### src/rtl/ym_glue_pkg.sv
// Shared constants and types for the multi-YM2149 Spectrum bus glue.
package ym_glue_pkg;
    localparam logic [5:0] AY_SEL_PREFIX    = 6'b111111;
    localparam logic [7:0] COVOX_PORT       = 8'hFB;
    localparam int         TURBO_THRESH_DEF = 100000;

    typedef logic [1:0] sel_idx_t;
endpackage

### src/rtl/ym_clk_gen.sv
// YM master clock generator: INT synchroniser, frame-length counter, turbo
// detection and a divider whose ratio only changes at a full period boundary.
module ym_clk_gen
    import ym_glue_pkg::*;
#(
    parameter int TURBO_THRESH = TURBO_THRESH_DEF,
    parameter int CNT_W        = 18
) (
    input  logic i_clk,
    input  logic i_rst_n,
    input  logic i_int,
    output logic o_ym_clock,
    output logic o_turbo
);
    localparam logic [CNT_W-1:0] THRESH_C = CNT_W'(TURBO_THRESH);

    logic             r_sync1, r_sync2, r_sync3;
    logic [CNT_W-1:0] r_fcnt;
    logic             r_turbo, r_mode_pend, r_mode;
    logic [1:0]       r_div;
    logic             r_ym_clock;

    logic       w_int_fall;
    logic       w_over;
    logic       w_mode_nxt;
    logic [1:0] w_div_nxt;

    assign w_int_fall = r_sync3 & ~r_sync2;
    assign w_over     = (r_fcnt > THRESH_C) | (&r_fcnt);
    assign w_div_nxt  = r_div + 2'd1;
    // Ratio switches only as div wraps, so both halves of every period are whole.
    assign w_mode_nxt = (r_div == 2'b11) ? r_mode_pend : r_mode;

    always_ff @(posedge i_clk or negedge i_rst_n) begin
        if (!i_rst_n) begin
            r_sync1     <= 1'b1;
            r_sync2     <= 1'b1;
            r_sync3     <= 1'b1;
            r_fcnt      <= '0;
            r_turbo     <= 1'b0;
            r_mode_pend <= 1'b0;
            r_mode      <= 1'b0;
            r_div       <= 2'b00;
            r_ym_clock  <= 1'b0;
        end else begin
            r_sync1 <= i_int;
            r_sync2 <= r_sync1;
            r_sync3 <= r_sync2;
            if (w_int_fall) begin
                r_turbo     <= w_over;
                r_mode_pend <= w_over;
                r_fcnt      <= '0;
            end else if (!(&r_fcnt)) begin
                r_fcnt <= r_fcnt + 1'b1;
            end
            r_div      <= w_div_nxt;
            r_mode     <= w_mode_nxt;
            r_ym_clock <= w_mode_nxt ? w_div_nxt[1] : w_div_nxt[0];
        end
    end

    assign o_ym_clock = r_ym_clock;
    assign o_turbo    = r_turbo;
endmodule

### src/rtl/ym_multi_glue.sv
// ZX Spectrum glue for 1..4 YM2149/AY chips: AY port decode, chip select, YM clock.
// Define COVOX_EN to add an 8-bit Covox DAC latch on port #FB (full low address byte).
module ym_multi_glue
    import ym_glue_pkg::*;
#(
    parameter int NUM_CHIPS    = 2,
    parameter int TURBO_THRESH = TURBO_THRESH_DEF,
    parameter int CNT_W        = 18
) (
    input  logic                 i_cpu_clock,
    input  logic                 i_reset,
    input  logic                 i_a15,
    input  logic                 i_a14,
`ifdef COVOX_EN
    input  logic [7:0]           i_a_lo,
`else
    input  logic                 i_a1,
`endif
    input  logic                 i_iorq,
    input  logic                 i_wr,
    input  logic                 i_rd,
    input  logic                 i_m1,
    input  logic                 i_int,
    input  logic [7:0]           i_d,
    output logic                 o_bc1,
    output logic                 o_bdir,
    output logic [NUM_CHIPS-1:0] o_ym_sel,
    output logic                 o_ym_clock,
    output logic                 o_turbo
`ifdef COVOX_EN
   ,output logic [7:0]           o_covox
`endif
);
    logic     w_a1;
    logic     w_io_cyc;
    logic     w_ay_port;
    logic     w_sel_cmd;
    sel_idx_t w_sel_code;
    sel_idx_t r_sel_idx;

`ifdef COVOX_EN
    assign w_a1 = i_a_lo[1];
`else
    assign w_a1 = i_a1;
`endif

    assign w_io_cyc   = ~i_iorq & i_m1;
    assign w_ay_port  = w_io_cyc & i_a15 & ~w_a1;
    assign w_sel_code = ~i_d[1:0];
    // Select codes for absent chips fall through as ordinary register-select writes.
    assign w_sel_cmd  = w_ay_port & i_a14 & ~i_wr & (i_d[7:2] == AY_SEL_PREFIX)
                        & (int'(w_sel_code) < NUM_CHIPS);

    assign o_bdir = w_ay_port & ~i_wr & ~w_sel_cmd;
    assign o_bc1  = w_ay_port & i_a14 & (~i_wr | ~i_rd) & ~w_sel_cmd;

    always_ff @(posedge i_cpu_clock or negedge i_reset) begin
        if (!i_reset) begin
            r_sel_idx <= '0;
        end else if (w_sel_cmd) begin
            r_sel_idx <= w_sel_code;
        end
    end

    for (genvar g = 0; g < NUM_CHIPS; g++) begin : g_sel
        assign o_ym_sel[g] = (r_sel_idx != sel_idx_t'(g));
    end

`ifdef COVOX_EN
    logic [7:0] r_covox;

    always_ff @(posedge i_cpu_clock or negedge i_reset) begin
        if (!i_reset) begin
            r_covox <= 8'h00;
        end else if (w_io_cyc & ~i_wr & (i_a_lo == COVOX_PORT)) begin
            r_covox <= i_d;
        end
    end

    assign o_covox = r_covox;
`endif

    ym_clk_gen #(
        .TURBO_THRESH (TURBO_THRESH),
        .CNT_W        (CNT_W)
    ) u_clk_gen (
        .i_clk      (i_cpu_clock),
        .i_rst_n    (i_reset),
        .i_int      (i_int),
        .o_ym_clock (o_ym_clock),
        .o_turbo    (o_turbo)
    );
endmodule

### config.mk
export PLATFORM = sky130hd
export DESIGN_NAME = ym_multi_glue
export DESIGN_NICKNAME = d
export VERILOG_FILES = /design/src/rtl/ym_glue_pkg.sv /design/src/rtl/ym_clk_gen.sv /design/src/rtl/ym_multi_glue.sv
export SDC_FILE = /design/constraint.sdc
export NUM_CORES = 1
export LEC_CHECK = 0
export CAP_MARGIN = 20
export CORE_AREA = 2 2 64 51
export CTS_BUF_LIST = sky130_fd_sc_hd__clkbuf_2
export DETAILED_ROUTE_END_ITERATION = 8
export DIE_AREA = 0 0 66 53
export PLACE_DENSITY_LB_ADDON = 0.12
export SYNTH_ARGS = -nofsm -noshare
export SYNTH_HDL_FRONTEND = slang
export SYNTH_SLANG_ARGS = --single-unit
### constraint.sdc
create_clock -name i_cpu_clock -period 3.15 [get_ports i_cpu_clock]
set_input_delay 0.63 -clock i_cpu_clock [delete_from_list [all_inputs] [get_ports i_cpu_clock]]
set_output_delay 0.63 -clock i_cpu_clock [all_outputs]
set_load 0.01 [all_outputs]
==> flow_metrics.env, run 1 <==
export IMPL_seq_area_frac_synth=0.486
export IMPL_die_h_um=53
export IMPL_yosys_area_share_simple=0.250
export IMPL_power_density_nw_per_um2=372
export IMPL_synth_seq_cells=28
export IMPL_die_x_um=66
export IMPL_clkTransAtPathRegs_ns=0.23
export IMPL_setup_tns_final_ns=0
export IMPL_yosys_area_top_type="dfrtp_1"
export IMPL_synth_top_family_by_area="simple AND/OR/NAND/NOR gates"
export IMPL_synth_edf_count=0
export IMPL_hold_viol=0
export IMPL_wl_per_cell_um=14.4
export IMPL_status="finished, final reports clean"
export IMPL_worstPathArrival_ns=2.40
export IMPL_ys_types=45
export IMPL_rsz0062_at_grt="false"
export IMPL_diodes=0
export IMPL_ant_nets=0
export IMPL_postCtsSetupRepairBufs=0
export IMPL_cts_tree="built"
export IMPL_cts_max_level=1
export IMPL_relSlewSlack=0.710
export IMPL_clockPowerShare=0.207
export IMPL_worstSetupStartpointType="input port"
export IMPL_clk_latency_ns=0.36
export IMPL_skew_ns=0.00633
export IMPL_crit_type="input port to output pin"
export IMPL_setup_viol=0
export IMPL_syn_area_per_cell_um2=10.4
export IMPL_rows=17
export IMPL_io_pins=24
export IMPL_synth_area_um2=1450
export IMPL_grt_max_degree=29
export IMPL_syn_nets=160
export IMPL_detail_route_first_pass_iterations=4
export IMPL_ys_flop_type="dfrtp_1"
export IMPL_synth_top_area_share=0.431
export IMPL_synthAdderAreaFrac=0.0259
export IMPL_power_frac_seq=0.636
export IMPL_grt_overflow=0
export IMPL_p_switching_w=0.000168
export IMPL_r2r_cells=5
export IMPL_ir_worst_vdd_mv=0.248
export IMPL_synth_area_mux_share=0.0207
export IMPL_end_kind="output pin"
export IMPL_numCtsBuffers=3
export IMPL_p_int_w=0.000475
export IMPL_wl_um=2900
export IMPL_cts_sinks=28
export IMPL_drv_slew=0
export IMPL_root_buffer="clkbuf_2"
export IMPL_place_ws_ns=0.120
export IMPL_p_sw_frac=0.262
export IMPL_via_count=1157
export IMPL_synth_common_cells="dfrtp_1, a21oi_1, nand3_1"
export IMPL_r2r_slack_ns=1.22
export IMPL_cp_max_fo=3
export IMPL_p_total_w=0.000643
export IMPL_final_area_um2=1730
export IMPL_cts_hold_buf=0
export IMPL_r2r_start="u_clk_gen.r_fcnt[0]$_DFFE_PN0P_"
export IMPL_post_cts_resized=0
export IMPL_yosys_warnings=0
export IMPL_fmax_mhz=330
export IMPL_hp_start="u_clk_gen.r_sync1$_DFF_PN1_"
export IMPL_comb_power_share=0.158
export IMPL_min_delay_path_depth=0
export IMPL_layout_setup_ws_ns=0.121
export IMPL_final_min_clock_period_ns=3.03
export IMPL_synthTopCellsByArea="dfrtp_1, dfstp_2, a21oi_1, xor2_1, nand3_1"
export IMPL_clockBufferDepth=2
export IMPL_drive_gt1_frac=0.0976
export IMPL_worst_pin_slew_ns=0.434
export IMPL_die_area_um2=3500
export IMPL_r2r_end="u_clk_gen.r_fcnt[7]$_DFFE_PN0P_"
export IMPL_drt_iter0_drc=69
export IMPL_core_area_um2=2850
export IMPL_grt_usage=0.182
export IMPL_syn_inst=139
export IMPL_min_path_type="flop to flop"
export IMPL_post_route_period_util=0.962
export IMPL_grt_pass1_vias=976
export IMPL_synth_xor_area_share=0.0423
export IMPL_p_leak_nw=0.747
export IMPL_via_per_inst=5.73
export IMPL_grt_pass1_wl_um=4660
export IMPL_gp_congestion=0.856
export IMPL_synthArstFlopShare=1.00
export IMPL_drc=0
export IMPL_start_util=0.509
export IMPL_area_growth_pct=19.2
export IMPL_required_ns=2.52
export IMPL_portBuffers=23
export IMPL_synth_most_common_cell="dfrtp_1"
export IMPL_antenna_found_initial=0
export IMPL_final_nets=186
export IMPL_dp_hpwl_um=2170
export IMPL_min_to="u_clk_gen.r_sync2$_DFF_PN1_"
export IMPL_synth_compound_area_frac=0.136
export IMPL_drv_cap=0
export IMPL_placed_cell_area_um2=1710
## how the worst max path moves through the flow
stage | endpoint | slack [ns] | start
3_5_place_dp | o_bc1 | 0.12 | i_a15
5_1_grt | o_bc1 | 0.07 | i_a15
6_report | o_bc1 | 0.12 | i_a15
3_3_place_gp | o_bdir | 0.18 | i_a15
2_1_floorplan | o_bc1 | 1.09 | i_iorq
4_1_cts | o_bc1 | 0.12 | i_a15
## sequential cells by signal, summed over array words and instances (netlist names)
| signal | cells |
|---|---|
| u_clk_gen.r_fcnt | 18 |
| r_sel_idx | 2 |
| u_clk_gen.r_div | 2 |
| u_clk_gen.o_turbo | 1 |
| u_clk_gen.o_ym_clock | 1 |
| u_clk_gen.r_mode | 1 |
| u_clk_gen.r_sync1 | 1 |
| u_clk_gen.r_sync2 | 1 |
| u_clk_gen.r_sync3 | 1 |
## kinds of logic after synthesis
| family | Yosys count |
|---|---|
| compound gates | 32 |
| flops | 28 |
| mux | 3 |
| fa+ha+maj | 3 |
| buf+inv | 10 |
| xor+xnor | 7 |
| simple gates | 56 |
## area by class of cell
cell class / instances / area (um2)
Clock buffer: 4 / 20.0
Fill cell: 258 / 1120
Inverter: 6 / 22.5
Multi-Input combinational cell: 101 / 689
Sequential cell: 28 / 704
Tap cell: 38 / 47.5
Timing Repair Buffer: 25 / 245
## power groups by stage
stage / sequential, W / clock, W / combinational, W
final: 0.000409 / 0.000133 / 0.000101
after global routing: 0.000413 / 0.000153 / 0.000116
after CTS: 0.000408 / 0.000145 / 0.000103
after detailed placement: 0.000415 / 0 / 0.000103
after global placement: 0.000414 / 0 / 0.0000963
after floorplan: 0.000411 / 0 / 0.0000540
## worst max-delay path, cell delays in order
cell and delay [ns]:
clkdlybuf4s50_1 0.45, nor4bb_1 0.41, nand2_1 0.11, a211oi_1 0.22
clkdlybuf4s50_1 0.58
## cell usage in the layout (no fill, tap or decap), types with 2 or more instances in the layout
cell	netlist	final
dfrtp_1	25	25
clkdlybuf4s50_1	0	23
a21oi_1	14	14
nand3_1	8	8
inv_1	6	6
nand2_1	6	6
o21ai_0	5	5
xor2_1	5	5
nor3_1	5	5
nor2_1	4	4
clkbuf_2	0	4
nand4_1	3	3
a211oi_1	3	3
nand2b_1	3	3
mux2i_1	3	3
and3_1	3	3
a31oi_1	3	3
nor4_1	3	3
ha_1	3	3
dfstp_2	3	3
or2_2	2	2
and2_1	2	2
a41oi_1	2	2
nor2b_1	2	2
xnor2_1	2	2
or3_1	2	2
buf_4	1	2
## metrics by stage
step / utilization / cells / hold slack [ns]
final: 0.607 / 202 / 0.373
after global routing: 0.607 / 202 / 0.378
after CTS: 0.607 / 202 / 0.376
after detailed placement: 0.600 / 198 / 0.348
after global placement: 0.600 / 198 / 0.346
after floorplan: - / 139 / 0.334
## metal layers
layer	track usage	routed length (um)	up-vias
li1	-	-	572
met1	0.262	1450	555
met2	0.271	1270	28
met3	0.0489	162	2
met4	0.0510	16	0
met5	0	0	-
Power figures use the tool's default switching activity.
==> run 2: changes to the inputs <==
Settings changed: TNS_END_PERCENT set to 5.
==> results of run 2 <==
The final DEF is identical to that of run 1; final timing and power are the same.
